==> src/rtl/keypad_entry_pkg.sv <==
// Shared definitions for the keypad front-end: key codes, FSM states and mode encodings.
package keypad_entry_pkg;

  localparam logic [3:0] KEY_CLR = 4'hA;
  localparam logic [3:0] KEY_BSP = 4'hB;
  localparam logic [3:0] KEY_ENT = 4'hC;

  localparam logic MODE_PIN = 1'b0;
  localparam logic MODE_AMT = 1'b1;

  typedef enum logic [1:0] {
    ST_IDLE    = 2'd0,
    ST_COLLECT = 2'd1,
    ST_CONVERT = 2'd2,
    ST_DONE    = 2'd3
  } state_t;

  function automatic int max_int(input int a, input int b);
    return (a > b) ? a : b;
  endfunction

  function automatic logic is_digit(input logic [3:0] code);
    return (code <= 4'd9);
  endfunction

endpackage

==> src/rtl/keypad_entry_if.sv <==
// Keypad input and entry-result bundle; the keypad driver is the master, keypad_entry the slave.
interface keypad_entry_if #(
  parameter int PSW_DIGITS    = 4,
  parameter int BALANCE_WIDTH = 20
);
  logic                    key_valid;
  logic [3:0]              key_code;
  logic                    mode;
  logic [4*PSW_DIGITS-1:0] password_out;
  logic [BALANCE_WIDTH-1:0] value_out;
  logic                    entry_valid;
  logic                    entry_mode;
  logic [2:0]              digit_count;
  logic                    busy;
  logic                    entry_err;
  logic                    entry_abort;

  modport master (
    output key_valid, key_code, mode,
    input  password_out, value_out, entry_valid, entry_mode,
    input  digit_count, busy, entry_err, entry_abort
  );

  modport slave (
    input  key_valid, key_code, mode,
    output password_out, value_out, entry_valid, entry_mode,
    output digit_count, busy, entry_err, entry_abort
  );
endinterface

==> src/rtl/keypad_entry_bcd_to_bin_seq.sv <==
// Multi-cycle decimal-to-binary converter: one BCD digit per cycle, MS digit first, acc = acc*10 + digit.
module bcd_to_bin_seq #(
  parameter int MAX_DIG = 6,
  parameter int BAL_W   = 20
) (
  input  logic                 clk,
  input  logic                 rst,
  input  logic                 start,
  input  logic [4*MAX_DIG-1:0] digits,
  input  logic [2:0]           count,
  output logic                 done,
  output logic [BAL_W-1:0]     acc
);

  logic [BAL_W-1:0] acc_q, acc_d;
  logic [2:0]       idx_q, idx_d;
  logic             run_q, run_d;
  logic             done_q, done_d;

  function automatic logic [BAL_W-1:0] nib_at(input logic [4*MAX_DIG-1:0] d, input logic [2:0] i);
    return BAL_W'(d[4*i +: 4]);
  endfunction

  function automatic logic [BAL_W-1:0] mul10(input logic [BAL_W-1:0] a);
    return (a << 3'd3) + (a << 3'd1);
  endfunction

  // The start cycle already folds in the first multiply-add from acc=0 (0*10 + MS digit).
  always_comb begin
    acc_d  = acc_q;
    idx_d  = idx_q;
    run_d  = run_q;
    done_d = 1'b0;
    if (start) begin
      if (count == 3'd0) begin
        acc_d  = '0;
        idx_d  = 3'd0;
        run_d  = 1'b0;
        done_d = 1'b1;
      end else begin
        acc_d  = nib_at(digits, count - 3'd1);
        idx_d  = count - 3'd1;
        run_d  = (count != 3'd1);
        done_d = (count == 3'd1);
      end
    end else if (run_q) begin
      acc_d  = mul10(acc_q) + nib_at(digits, idx_q - 3'd1);
      idx_d  = idx_q - 3'd1;
      run_d  = (idx_q != 3'd1);
      done_d = (idx_q == 3'd1);
    end else begin
      run_d = 1'b0;
    end
  end

  // Converter state registers.
  always_ff @(posedge clk or posedge rst) begin
    if (rst) begin
      acc_q  <= '0;
      idx_q  <= 3'd0;
      run_q  <= 1'b0;
      done_q <= 1'b0;
    end else begin
      acc_q  <= acc_d;
      idx_q  <= idx_d;
      run_q  <= run_d;
      done_q <= done_d;
    end
  end

  assign done = done_q;
  assign acc  = acc_q;

endmodule

==> src/rtl/keypad_entry.sv <==
// Keypad entry FSM and digit buffer producing a packed-BCD PIN or a binary amount.
// Optional inactivity abort in COLLECT is built when KEYPAD_TIMEOUT_EN is defined.
module keypad_entry
  import keypad_entry_pkg::*;
#(
  parameter int PSW_DIGITS    = 4,
  parameter int VAL_DIGITS    = 6,
  parameter int BALANCE_WIDTH = 20,
  parameter int TIMEOUT_CYC   = 1000000
) (
  input logic         clk,
  input logic         rst,
  keypad_entry_if.slave kp
);

  localparam int MAX_DIG = max_int(PSW_DIGITS, VAL_DIGITS);
  localparam int BUF_W   = 4 * MAX_DIG;
  localparam int PW_W    = 4 * PSW_DIGITS;
  localparam logic [2:0] PSW_CNT = 3'(PSW_DIGITS);
  localparam logic [2:0] VAL_CNT = 3'(VAL_DIGITS);

  state_t                   state_q, state_d;
  logic [BUF_W-1:0]         buf_q, buf_d;
  logic [2:0]               cnt_q, cnt_d;
  logic                     mode_q, mode_d;
  logic [PW_W-1:0]          pw_q, pw_d;
  logic [BALANCE_WIDTH-1:0] val_q, val_d;
  logic                     valid_q, valid_d;
  logic                     err_q, err_d;
  logic                     busy_q, busy_d;
  logic                     conv_start;
  logic                     conv_done;
  logic [BALANCE_WIDTH-1:0] conv_acc;
  logic [2:0]               cnt_max;

`ifdef KEYPAD_TIMEOUT_EN
  localparam int TO_W = $clog2(TIMEOUT_CYC);
  localparam logic [TO_W-1:0] TO_MAX = TO_W'(TIMEOUT_CYC - 1);
  logic [TO_W-1:0] to_q, to_d;
  logic            abort_q, abort_d;
`endif

  bcd_to_bin_seq #(.MAX_DIG(MAX_DIG), .BAL_W(BALANCE_WIDTH)) u_conv (
    .clk    (clk),
    .rst    (rst),
    .start  (conv_start),
    .digits (buf_q),
    .count  (cnt_q),
    .done   (conv_done),
    .acc    (conv_acc)
  );

  assign cnt_max = (mode_q == MODE_AMT) ? VAL_CNT : PSW_CNT;

  // Next-state, buffer and result logic; results are loaded on the edge that enters DONE.
  always_comb begin
    state_d    = state_q;
    buf_d      = buf_q;
    cnt_d      = cnt_q;
    mode_d     = mode_q;
    pw_d       = pw_q;
    val_d      = val_q;
    valid_d    = 1'b0;
    err_d      = 1'b0;
    conv_start = 1'b0;
`ifdef KEYPAD_TIMEOUT_EN
    to_d       = to_q;
    abort_d    = 1'b0;
`endif
    case (state_q)
      ST_IDLE: begin
        if (kp.key_valid && is_digit(kp.key_code)) begin
          mode_d  = kp.mode;
          buf_d   = BUF_W'(kp.key_code);
          cnt_d   = 3'd1;
          state_d = ST_COLLECT;
`ifdef KEYPAD_TIMEOUT_EN
          to_d    = '0;
`endif
        end else begin
          state_d = ST_IDLE;
        end
      end
      ST_COLLECT: begin
        if (kp.key_valid) begin
`ifdef KEYPAD_TIMEOUT_EN
          to_d = '0;
`endif
          if (is_digit(kp.key_code)) begin
            if (cnt_q < cnt_max) begin
              buf_d = {buf_q[BUF_W-5:0], kp.key_code};
              cnt_d = cnt_q + 3'd1;
            end else begin
              cnt_d = cnt_q;
            end
          end else if (kp.key_code == KEY_BSP) begin
            buf_d = buf_q >> 3'd4;
            cnt_d = cnt_q - 3'd1;
            if (cnt_q == 3'd1) begin
              state_d = ST_IDLE;
            end else begin
              state_d = ST_COLLECT;
            end
          end else if (kp.key_code == KEY_CLR) begin
            buf_d   = '0;
            cnt_d   = 3'd0;
            state_d = ST_IDLE;
          end else if (kp.key_code == KEY_ENT) begin
            if (mode_q == MODE_PIN) begin
              if (cnt_q == PSW_CNT) begin
                pw_d    = buf_q[PW_W-1:0];
                valid_d = 1'b1;
                state_d = ST_DONE;
              end else begin
                err_d = 1'b1;
              end
            end else if (cnt_q == 3'd0) begin
              err_d = 1'b1;
            end else begin
              conv_start = 1'b1;
              state_d    = ST_CONVERT;
            end
          end else begin
            state_d = ST_COLLECT;
          end
        end else begin
`ifdef KEYPAD_TIMEOUT_EN
          if (to_q == TO_MAX) begin
            abort_d = 1'b1;
            buf_d   = '0;
            cnt_d   = 3'd0;
            state_d = ST_IDLE;
          end else begin
            to_d = to_q + 1'b1;
          end
`else
          state_d = ST_COLLECT;
`endif
        end
      end
      ST_CONVERT: begin
        if (conv_done) begin
          val_d   = conv_acc;
          valid_d = 1'b1;
          state_d = ST_DONE;
        end else begin
          state_d = ST_CONVERT;
        end
      end
      ST_DONE: begin
        cnt_d   = 3'd0;
        state_d = ST_IDLE;
      end
      default: begin
        state_d = ST_IDLE;
      end
    endcase
    busy_d = (state_d == ST_COLLECT) || (state_d == ST_CONVERT);
  end

  // State, buffer and registered outputs.
  always_ff @(posedge clk or posedge rst) begin
    if (rst) begin
      state_q <= ST_IDLE;
      buf_q   <= '0;
      cnt_q   <= 3'd0;
      mode_q  <= 1'b0;
      pw_q    <= '0;
      val_q   <= '0;
      valid_q <= 1'b0;
      err_q   <= 1'b0;
      busy_q  <= 1'b0;
    end else begin
      state_q <= state_d;
      buf_q   <= buf_d;
      cnt_q   <= cnt_d;
      mode_q  <= mode_d;
      pw_q    <= pw_d;
      val_q   <= val_d;
      valid_q <= valid_d;
      err_q   <= err_d;
      busy_q  <= busy_d;
    end
  end

`ifdef KEYPAD_TIMEOUT_EN
  // Inactivity counter and abort strobe.
  always_ff @(posedge clk or posedge rst) begin
    if (rst) begin
      to_q    <= '0;
      abort_q <= 1'b0;
    end else begin
      to_q    <= to_d;
      abort_q <= abort_d;
    end
  end
  assign kp.entry_abort = abort_q;
`else
  assign kp.entry_abort = 1'b0;
`endif

  assign kp.password_out = pw_q;
  assign kp.value_out    = val_q;
  assign kp.entry_valid  = valid_q;
  assign kp.entry_mode   = mode_q;
  assign kp.digit_count  = cnt_q;
  assign kp.busy         = busy_q;
  assign kp.entry_err    = err_q;

endmodule

==> src/flat_wrapper.sv <==
// flat-port wrapper written by rule: the top's interface ports become plain ports
module keypad_entry_flat import keypad_entry_pkg::*;
#(
  parameter int PSW_DIGITS    = 4,
  parameter int VAL_DIGITS    = 6,
  parameter int BALANCE_WIDTH = 20,
  parameter int TIMEOUT_CYC   = 1000000
)
  (clk, rst, kp_key_valid, kp_key_code, kp_mode, kp_password_out, kp_value_out, kp_entry_valid, kp_entry_mode, kp_digit_count, kp_busy, kp_entry_err, kp_entry_abort);
  keypad_entry_if #(.PSW_DIGITS(PSW_DIGITS), .BALANCE_WIDTH(BALANCE_WIDTH)) kp_i ();
  input logic clk;
  input logic rst;
  input wire logic [$bits(kp_i.key_valid)-1:0] kp_key_valid;
  input wire logic [$bits(kp_i.key_code)-1:0] kp_key_code;
  input wire logic [$bits(kp_i.mode)-1:0] kp_mode;
  output wire logic [$bits(kp_i.password_out)-1:0] kp_password_out;
  output wire logic [$bits(kp_i.value_out)-1:0] kp_value_out;
  output wire logic [$bits(kp_i.entry_valid)-1:0] kp_entry_valid;
  output wire logic [$bits(kp_i.entry_mode)-1:0] kp_entry_mode;
  output wire logic [$bits(kp_i.digit_count)-1:0] kp_digit_count;
  output wire logic [$bits(kp_i.busy)-1:0] kp_busy;
  output wire logic [$bits(kp_i.entry_err)-1:0] kp_entry_err;
  output wire logic [$bits(kp_i.entry_abort)-1:0] kp_entry_abort;
  assign kp_i.key_valid = kp_key_valid;
  assign kp_i.key_code = kp_key_code;
  assign kp_i.mode = kp_mode;
  assign kp_password_out = kp_i.password_out;
  assign kp_value_out = kp_i.value_out;
  assign kp_entry_valid = kp_i.entry_valid;
  assign kp_entry_mode = kp_i.entry_mode;
  assign kp_digit_count = kp_i.digit_count;
  assign kp_busy = kp_i.busy;
  assign kp_entry_err = kp_i.entry_err;
  assign kp_entry_abort = kp_i.entry_abort;
  keypad_entry #(.PSW_DIGITS(PSW_DIGITS), .VAL_DIGITS(VAL_DIGITS), .BALANCE_WIDTH(BALANCE_WIDTH), .TIMEOUT_CYC(TIMEOUT_CYC)) u_core (.clk(clk), .rst(rst), .kp(kp_i));
endmodule
==> config.mk <==
export PLATFORM = sky130hd
export DESIGN_NAME = keypad_entry_flat
export DESIGN_NICKNAME = d
export VERILOG_FILES = /design/src/rtl/keypad_entry_pkg.sv /design/src/rtl/keypad_entry_if.sv /design/src/rtl/keypad_entry_bcd_to_bin_seq.sv /design/src/rtl/keypad_entry.sv /design/src/flat_wrapper.sv
export SDC_FILE = /design/constraint.sdc
export NUM_CORES = 1
export LEC_CHECK = 0
export CORE_ASPECT_RATIO = 2
export CORE_MARGIN = 2
export CORE_UTILIZATION = 59
export DETAILED_ROUTE_END_ITERATION = 10
export GPL_TIMING_DRIVEN = 0
export PLACE_DENSITY = 0.85
export SLEW_MARGIN = 10
export SYNTH_ARGS = -nofsm -noshare
export SYNTH_HDL_FRONTEND = slang
export SYNTH_HIERARCHICAL = 1
export SYNTH_SLANG_ARGS = --single-unit
==> constraint.sdc <==
create_clock -name clk -period 5.4 [get_ports clk]
set_clock_uncertainty 0.15 [all_clocks]
set_input_delay 0.81 -clock clk [delete_from_list [all_inputs] [get_ports clk]]
set_output_delay 0.81 -clock clk [all_outputs]
set_load 0.005 [all_outputs]
; Word-level counts from Yosys, hierarchy flattened
; Cells that the tools add are included.
[word_totals]
reg_bits = 94
inputBits = 8
out_inout_bits = 44
elab_cells = 120
[op_classes]
n_addsub = 5
n_lt_le_gt_ge = 2
eq_ne = 17
shift = 2
muxes = 65
bitwise_logic = 4
reduce_logical = 12
[op_table]
columns = op, count
row1 = 24-bit 2-to-1 mux, 6
row2 = 24-bit one-hot mux with 2 select lines, 1
row3 = 24-bit by 6-bit variable part select with 4-bit output, 2
row4 = 20-bit 2-to-1 mux, 2
row5 = 1-bit 2-to-1 mux, 34
row6 = 3-bit 2-to-1 mux, 9
row7 = 20-bit adder, 1
row8 = 20-bit by 4-bit adder with 20-bit output, 1
row9 = 2-bit 2-to-1 mux, 9
row10 = 4-bit equality test (second input constant), 3
row11 = 5-bit AND reduction, 2
row12 = 3-bit one-hot mux with 3 select lines, 1
row13 = 2-bit one-hot mux with 4 select lines, 1
row14 = 8-bit AND reduction, 1
row15 = 2-bit equality test (second input constant), 3
row16 = 3-bit by 1-bit equality test with 1-bit output (second input constant), 2
row17 = 3-bit by 1-bit != test with 1-bit output (second input constant), 2
row18 = 3-bit by 1-bit subtractor with 3-bit output (second input constant), 2
row19 = 2-bit by 1-bit equality test with 1-bit output (second input constant), 2
row20 = 4-bit <= comparator (second input constant), 1
row21 = 4-bit 2-to-1 mux, 1
row22 = 4-bit by 1-bit != test with 1-bit output (second input constant), 1
row23 = 1-bit inverter, 4
row24 = 2-bit AND reduction, 2
row25 = 13 further kinds, 14

; Logic depth before layout (Yosys ltp)
; Gate-level depths: netlist (run 1).
[logic_depth]
depth_word = 11
mapped_depth = 16
mapped_depth_nobuf = 15

; Hierarchy
; The synthesis (run 1) kept the hierarchy.
[modules_own_cells]
columns = module, instances, cells_per_inst, area_each_um2, seq_area_each_um2
row1 = keypad_entry, 1, 276, 3269.4, 1726.7
row2 = bcd_to_bin_seq, 1, 292, 2658.8, 625.6

; Least setup slack after synthesis (run 1)
; OpenSTA, ideal clock, no wires.
[synth_path]
path_type = register to register
start = register u_core.u_conv.idx_q[0]
end = register u_core.u_conv.acc_q[12] (netlist: u_core/u_conv/acc[12])
setup_time_ns = 0.126
t_arrival_ns = 3.671
setup_slack_ns = 1.453
path_stages_with_launch = 15
n_path_buf = 2
synth_period_minus_slack_ns = 3.947
cell_sequence = dfrtp_1 > buf_2 > inv_1 > ha_1 > clkbuf_1 > mux4_2 > a22oi_1 > fa_1 > fa_1 > nor2b_4 > o211ai_2 > a31oi_2 > o41a_1 > nor2_1 > a221o_1
[synth_between]
elab_chain_len = 5
[synth_lines]
columns = item, line_no
row1 = "start, declared", keypad_entry_bcd_to_bin_seq.sv:16  ; logic [2:0] idx_q, idx_d;
row2 = "start signal, assigned", keypad_entry_bcd_to_bin_seq.sv:65  ; idx_q <= idx_d;
row3 = 3-bit by 1-bit subtractor with 3-bit output, keypad_entry_bcd_to_bin_seq.sv:47  ; acc_d = mul10(acc_q) + nib_at(digits, idx_q - 3'd1);
row4 = 24-bit by 6-bit variable part select with 4-bit output, keypad_entry_bcd_to_bin_seq.sv:21  ; return BAL_W'(d[4*i +: 4]);
row5 = 20-bit by 4-bit adder with 20-bit output, keypad_entry_bcd_to_bin_seq.sv:47
row6 = 20-bit 2-to-1 mux, keypad_entry_bcd_to_bin_seq.sv:46  ; end else if (run_q) begin
row7 = 20-bit 2-to-1 mux, keypad_entry_bcd_to_bin_seq.sv:34  ; if (start) begin
row8 = "end signal, assigned", keypad_entry_bcd_to_bin_seq.sv:59  ; acc_q <= '0;
row9 = "end signal, assigned", keypad_entry_bcd_to_bin_seq.sv:64  ; acc_q <= acc_d;
row10 = "end, declared", keypad_entry_bcd_to_bin_seq.sv:15  ; logic [BAL_W-1:0] acc_q, acc_d;
; Every way passes these cells. The select of a mux whose other input is x is not followed.
; A chain may end at the register's enable or synchronous reset.

; Final worst setup path (run 1)
[layout_path]
start = register u_core.u_conv.idx_q[0]
end = register u_core.u_conv.acc_q[14] (netlist: u_core/u_conv/acc[14])
; Same word-level chain as after synthesis.

==> metrics.txt, run 1 <==
outcome=finished, final reports clean; Worst-Skew Late Latency=350 ps; vias in the first global route=just over 5000; # DRC=0; Total Wirelength=14800 µm; fin crit period=4600 ps; Synth Warn #=6; post-route ant nets=0; area leader, netlist=dfrtp_1; core box area=between 9000 and 10000 µm²; worst setup margin=slightly above 800 ps; initial cell density of the core=about three fifths; multi-input logic area=between 3000 and 4000 µm²; first-pass detailed-route iteration total=7; Synth Area in XOR/XNOR=under 10%; post-synthesis mux area share=15.1%; cell area after synthesis=5930 µm²; cell area after placement=6590 µm²; Synth Area in Compound Gates=15.4%; Layout Nets=685; Worst Setup End Kind=flip-flop; Synth Net Count=between 600 and 700; peak fanout along the critical path=10; Clock Sinks=94; Synth area leaders=dfrtp_1, ha_1, mux2_2; Synth-to-Final Area Change=15.8%; setup bufs post-CTS=0; full die area=approximately 11000 µm²; H-Tree Depth=3; busiest layer in global routing=met2; Die X=between 70 and 80 µm; arrival time at the worst endpoint=4680 ps; Cell variety after synth=70; pre-CTS setup slack=857 ps; Gate Count Post-Synth=568; Max Fclk=0.218 GHz; remaining global-route overflow=0; post_cts resized=0; Hold Fails Final Rpt=0; vias per cell=between 6 and 7; post-DP HPWL=11000 µm; Avg Cell Area, Syn=10.4 µm²; Max-Cap Viols=0; Finished Cell Area=6870 µm²; sequential area share after synthesis=39.7%; pin count of the biggest net entering global routing=43; post-DR wirelength/cell=19.4 µm; first-pass GRT wire length=24300 µm; port bufs=47; Clock Tree Root=clkbuf_16; layout cell share with drive strength beyond 1=14.9%; met2 Track Usage GR=a little over half; max_slew headroom=31.0%; Total Negative Setup Slacks=0 ps; Initial DRC Count=294; commonest non-fill, non-tap cell in the layout=dfrtp_1; Die Height=146 µm; GP Congestion=0.958; worst path required time=roughly 5500 ps; ys flop type=dfrtp_1; antenna violations before repair=0; setup violators final=0; register area=2350 µm²; Post-synth EDFFs=0; M1 GR Usage=27.9%; diode count=0; Site Rows=51; largest family of logic cells by synthesized area=compound AO/OA/AOI/OAI gates; kind of critical path=flip-flop to flip-flop; Longest Clk Path Bufs=2; hold crit path type=flip-flop to flip-flop; Num CTS Buffers=9; Hold Buf Count CTS=0; worst vdd ir=0.365 mV; count of state elements after synthesis=94; Hold WS=343 ps; Slew Viols, Final=0; crit path launch type=flip-flop; met3 Use GR=4.85%; Fill cells=about 700; total number of vias=4784; Synth Area in Simple Gates=between 10% and 20%; post-synth top area share=39.7%; power per cell area=506 nW/µm²; most frequent cells in the layout=dfrtp_1, nand2_1, ha_1; Synth Area in Adders=10.8%; actual slew at the worst max-slew pin=between 1000 and 1500 ps; Pleak=3.13 nW; RSZ-0062 raised after global routing=false; CTS tree=yes; global-route usage over all layers=29.1%; IO Pins=52; fin crit share=85.1%; clock slew at reported path FFs=around 70 ps; Post-synth ARST share=100%
## final timing paths
| kind | from | end | slack [ps] | cells after the start |
|---|---|---|---|---|
| max in group asynchronous | rst | u_core/u_conv/idx_q[2]$_DFFE_PP0P_ | 3520 | 2 |
| setup reg to reg | u_core/u_conv/idx_q[0]$_DFFE_PP0P_ | u_core/u_conv/acc[14]$_DFFE_PP0P_ | 800 | 14 |
| hold / removal | u_core/kp.password_out[0]$_DFFE_PP0P_ | u_core/kp.password_out[0]$_DFFE_PP0P_ | 340 | 1 |
| setup / recovery | u_core/u_conv/idx_q[0]$_DFFE_PP0P_ | u_core/u_conv/acc[14]$_DFFE_PP0P_ | 800 | 14 |
| min in group asynchronous | rst | u_core/kp.value_out[8]$_DFFE_PP0P_ | 670 | 2 |
| hold reg to reg | u_core/kp.password_out[0]$_DFFE_PP0P_ | u_core/kp.password_out[0]$_DFFE_PP0P_ | 340 | 1 |
## final cells by class
type	instances	share of cell area, %
timing repair buffer	48	7.14
multi-input combinational	417	48.0
inverter	26	1.46
clock buffer	9	3.28
sequential	94	34.3
clock inverter	7	0.802
tap	132	2.41
buffer	31	2.64
## metrics by stage
step	cells	util (%)	power [mW]
floorplan	568	-	2.35
global placement	747	67.2	2.73
detailed placement	748	67.5	2.82
CTS	764	70.3	3.45
global route	764	70.3	3.70
finish	764	70.3	3.47
## worst max-delay path: stages, from the launching register on
cell and delay, ps:
dfrtp_1 350, buf_2 310, inv_1 90, ha_1 290
clkbuf_1 360, mux4_2 370, a22oi_1 300, fa_1 520
fa_1 520, nor2b_4 160, o211ai_2 110, a31oi_2 330
o211ai_1 190, mux2i_1 150, a211o_1 270
## flip-flops by register name, summed over array words and instances, names as in the netlist
register / cells
u_core/buf_q: 24
u_core/kp.value_out: 20
u_core/u_conv/acc: 20
u_core/kp.password_out: 16
u_core/kp.digit_count: 3
u_core/u_conv/idx_q: 3
u_core/state_q: 2
u_core/kp.busy: 1
u_core/kp.entry_err: 1
u_core/kp.entry_mode: 1
u_core/kp.entry_valid: 1
u_core/u_conv/done: 1
u_core/u_conv/run_q: 1
## logic make-up after synthesis
family / after synthesis
AND/OR/NAND/NOR: 139
AO/OA/AOI/OAI: 133
flip-flops: 94
multiplexers: 75
buffers and inverters: 57
adder cells (fa/ha/maj): 50
XOR/XNOR: 19
other: 1
## layer usage
layer  up-vias  wire [µm]
met5         -          0
met3        66        531
met2       181       8430
met4         0        968
li1       2173          -
met1      2364       4900
## synth_stat cells, drive strengths merged, types with 5 or more instances
cell	count
nor2	36
o22ai	5
dfrtp	94
buf	23
o21ai	38
nand2	57
inv	26
xnor2	11
o31ai	15
nor3	6
a21oi	22
mux2i	30
xor2	8
nor2b	8
mux4	8
ha	48
o21a	5
a22oi	8
nand3	9
mux2	37
o211ai	6
clkbuf	8
## power breakdown
part           switching, mW  internal [mW]  total, mW  leakage (nW)
combinational           1.10          0.765       1.86          1.75
sequential             0.173          0.826      0.999          1.24
clock                  0.291          0.319      0.610         0.139
Note: power is estimated with default switching activity, not from simulation.
==> run 2, diff against run 1 <==
--- a/config.mk
+++ b/config.mk
@@ -5,6 +5,7 @@
 export SDC_FILE = /design/constraint.sdc
 export NUM_CORES = 1
 export LEC_CHECK = 0
+export ABC_CLOCK_PERIOD_IN_PS = 5400
 export CORE_ASPECT_RATIO = 2
 export CORE_MARGIN = 2
 export CORE_UTILIZATION = 59
==> results of run 2 <==
Final layout, timing and power as in run 1 (identical DEF).
==> run 3, diff against run 2 <==
--- a/config.mk
+++ b/config.mk
@@ -6,7 +6,7 @@
 export NUM_CORES = 1
 export LEC_CHECK = 0
 export ABC_CLOCK_PERIOD_IN_PS = 5400
-export CORE_ASPECT_RATIO = 2
+export CORE_ASPECT_RATIO = 0.9
 export CORE_MARGIN = 2
 export CORE_UTILIZATION = 59
 export DETAILED_ROUTE_END_ITERATION = 10
==> metrics.txt, run 3 (synthesis results as in run 1) <==
RR Endpoint=u_core/u_conv/acc[12]$_DFFE_PP0P_ (was u_core/u_conv/acc[14]$_DFFE_PP0P_); peak fanout along the critical path=10 (unchanged); Slew Viols, Final=0 (unchanged); remaining global-route overflow=0 (unchanged); Initial DRC Count=306 (was 294); kind of critical path=flip-flop to flip-flop (unchanged); Site Rows=34 (was 51); post-route ant nets=0 (unchanged); pin count of the biggest net entering global routing=50 (was 43); setup violators final=0 (unchanged); Layout Nets=685 (unchanged); Comb power frac=55.6% (was 53.7%); antenna violations before repair=0 (unchanged); full die area=10900 µm² (about the same); worst vdd ir=0.325 mV (was 0.365 mV); worst path required time=5530 ps (was 5480 ps); global-route usage over all layers=27.3% (was 29.1%); Total Negative Setup Slacks=0 ps (unchanged); first-pass GRT wire length=23300 µm (was 24300 µm); core box area=9740 µm² (was 9760 µm²); most frequent cells in the layout=dfrtp_1, nand2_1, ha_1 (unchanged); Worst Setup End Kind=flip-flop (unchanged); RSZ-0062 raised after global routing=false (unchanged); outcome=finished, final reports clean (unchanged); H-Tree Depth=3 (unchanged); clock share of power=14.6% (was 17.6%); initial cell density of the core=60.9% (was 60.7%); crit path launch type=flip-flop (unchanged); total number of vias=4707 (was 4784); Hold Fails Final Rpt=0 (unchanged); diode count=0 (unchanged); P_int=1.78 mW (was 1.91 mW); fin crit share=84.9% (was 85.1%); fin crit period=4580 ps (was 4600 ps); max_slew headroom=31.7% (was 31.0%); vias in the first global route=4866 (was 5083); post-DR wirelength/cell=18.3 µm (was 19.4 µm); clock slew at reported path FFs=110 ps (was 70 ps); R2R setup slack=820 ps (was 800 ps); CP top delay family=adder cells (unchanged); hold crit path type=flip-flop to flip-flop (unchanged); Hold EP=u_core/kp.password_out[1]$_DFFE_PP0P_ (was u_core/kp.password_out[0]$_DFFE_PP0P_); Total Wirelength=13900 µm (was 14800 µm); Clock Sinks=94 (unchanged); Critical R2R Launch=u_core/u_conv/idx_q[0]$_DFFE_PP0P_ (unchanged); power per cell area=487 nW/µm² (was 506 nW/µm²); setup bufs post-CTS=0 (unchanged); Max-Cap Viols=0 (unchanged); CP max stage cell=fa_1 (unchanged); Longest Clk Path Bufs=2 (unchanged); vias per cell=6.21 (was 6.26); first-pass detailed-route iteration total=7 (unchanged); Hold Buf Count CTS=0 (unchanged); register share of total power=29.8% (was 28.8%); Fill cells=749 (was 701); Largest Register=u_core/buf_q (unchanged); Worst-Skew Late Latency=380 ps (was 350 ps); Hold Path Origin=u_core/kp.password_out[1]$_DFFE_PP0P_ (was u_core/kp.password_out[0]$_DFFE_PP0P_); Switching Power=1.53 mW (was 1.56 mW); most used cell, CP=fa_1 (unchanged); Die Height=99.1 µm (was 146 µm); Pleak=3.10 nW (was 3.13 nW); post_cts resized=0 (unchanged); crit-path cells=buf_2 -> inv_1 -> ha_1 -> clkbuf_1 -> mux4_2 -> a22oi_1 -> fa_1 -> fa_1 -> nor2b_4 -> o211ai_2 -> a31oi_2 -> o41a_1 -> nor2_1 -> a221o_1 (was buf_2 -> inv_1 -> ha_1 -> clkbuf_1 -> mux4_2 -> a22oi_1 -> fa_1 -> fa_1 -> nor2b_4 -> o211ai_2 -> a31oi_2 -> o211ai_1 -> mux2i_1 -> a211o_1); Clock Tree Root=clkbuf_8 (was clkbuf_16); actual slew at the worst max-slew pin=1020 ps (was 1030 ps); Num CTS Buffers=9 (unchanged); IO Pins=52 (unchanged); max reg flops=24 (unchanged); arrival time at the worst endpoint=4710 ps (was 4680 ps); crit-path max cell delay=520 ps (about the same); Final Power=3.31 mW (was 3.47 mW); commonest non-fill, non-tap cell in the layout=dfrtp_1 (unchanged); Max Fclk=0.218 GHz (about the same); R2R cell count=14 (unchanged); Min-Delay Path Depth=1 (unchanged); GP Congestion=0.921 (was 0.958); Synth-to-Final Area Change=14.6% (was 15.8%); CP bufs+invs=3 (unchanged); layout cell share with drive strength beyond 1=14.9% (unchanged); port bufs=47 (unchanged); Die X=110 µm (was 74.9 µm); CTS tree=yes (unchanged); post-DP HPWL=10100 µm (was 11000 µm); Sw Ratio=46.1% (was 45.0%); # DRC=0 (unchanged)
==> run 3: changes by cell type in the layout (fill, tap and decap cells not counted), sizes merged <==
cell / before / now
clkinvlp: 1 / 0
inv: 30 / 31
==> run 3: power groups by stage <==
stage                     clock [mW]  combinational, mW  sequential, mW
after CTS                      0.493               1.82           0.982
after detailed placement           0               1.80           0.996
after global routing           0.526               2.03            1.00
after floorplan                    0               1.41           0.940
final                          0.482               1.84           0.985
after global placement             0               1.71           0.988
==> run 3: worst register-to-register path, cell delays in order, from the launching register on <==
cell      delay, ps
dfrtp_1         370
buf_2           320
inv_1            80
ha_1            280
clkbuf_1        400
mux4_2          400
a22oi_1         290
fa_1            510
fa_1            520
nor2b_4         150
o211ai_2        110
a31oi_2         300
o41a_1          270
nor2_1           80
a221o_1         250
==> run 3: metrics by stage <==
stage | utilization (%) | hold WS [ps] | area (µm²) | setup slack, ps | std cells
after CTS | 69.7 | 366 | 6790 | 819 | 758
final | 69.7 | 362 | 6790 | 815 | 758
after detailed placement | 67.6 | 328 | 6590 | 863 | 742
after global routing | 69.7 | 380 | 6790 | 604 | 758
after floorplan | - | 317 | 5930 | 1450 | 568
after global placement | 67.3 | 323 | 6560 | 1020 | 741
==> run 3: cell type report <==
class / count / area [µm²] / share of cell area, %
flip-flops and latches: 94 / 2350 / 34.6
clock inverters: 7 / 83.8 / 1.23
clock buffers: 9 / 124 / 1.82
repair buffers: 48 / 498 / 7.33
well taps: 126 / 158 / 2.32
plain buffers: 31 / 181 / 2.67
inverters: 26 / 100 / 1.47
multi-input cells: 417 / 3300 / 48.5
==> run 3: how the worst max path moves through the flow <==
stage                                             from                                 to  cells after the start
detailed placement  u_core/u_conv/idx_q[0]$_DFFE_PP0P_  u_core/u_conv/acc[12]$_DFFE_PP0P_                     14
global placement    u_core/u_conv/idx_q[0]$_DFFE_PP0P_  u_core/u_conv/acc[12]$_DFFE_PP0P_                     14
floorplan           u_core/u_conv/idx_q[0]$_DFFE_PP0P_  u_core/u_conv/acc[12]$_DFFE_PP0P_                     14
CTS                 u_core/u_conv/idx_q[0]$_DFFE_PP0P_  u_core/u_conv/acc[12]$_DFFE_PP0P_                     14
finish              u_core/u_conv/idx_q[0]$_DFFE_PP0P_  u_core/u_conv/acc[12]$_DFFE_PP0P_                     14
global route        u_core/u_conv/idx_q[0]$_DFFE_PP0P_  u_core/u_conv/acc[12]$_DFFE_PP0P_                     14
==> run 3: per-layer routing <==
layer / track usage (%) / up-vias / share of wire, %
met2: 45.5 / 207 / 50
met5: 0 / - / 0
met4: 8.76 / 0 / 1.3
li1: - / 2169 / -
met3: 5.05 / 22 / 6.6
met1: 35.9 / 2309 / 42
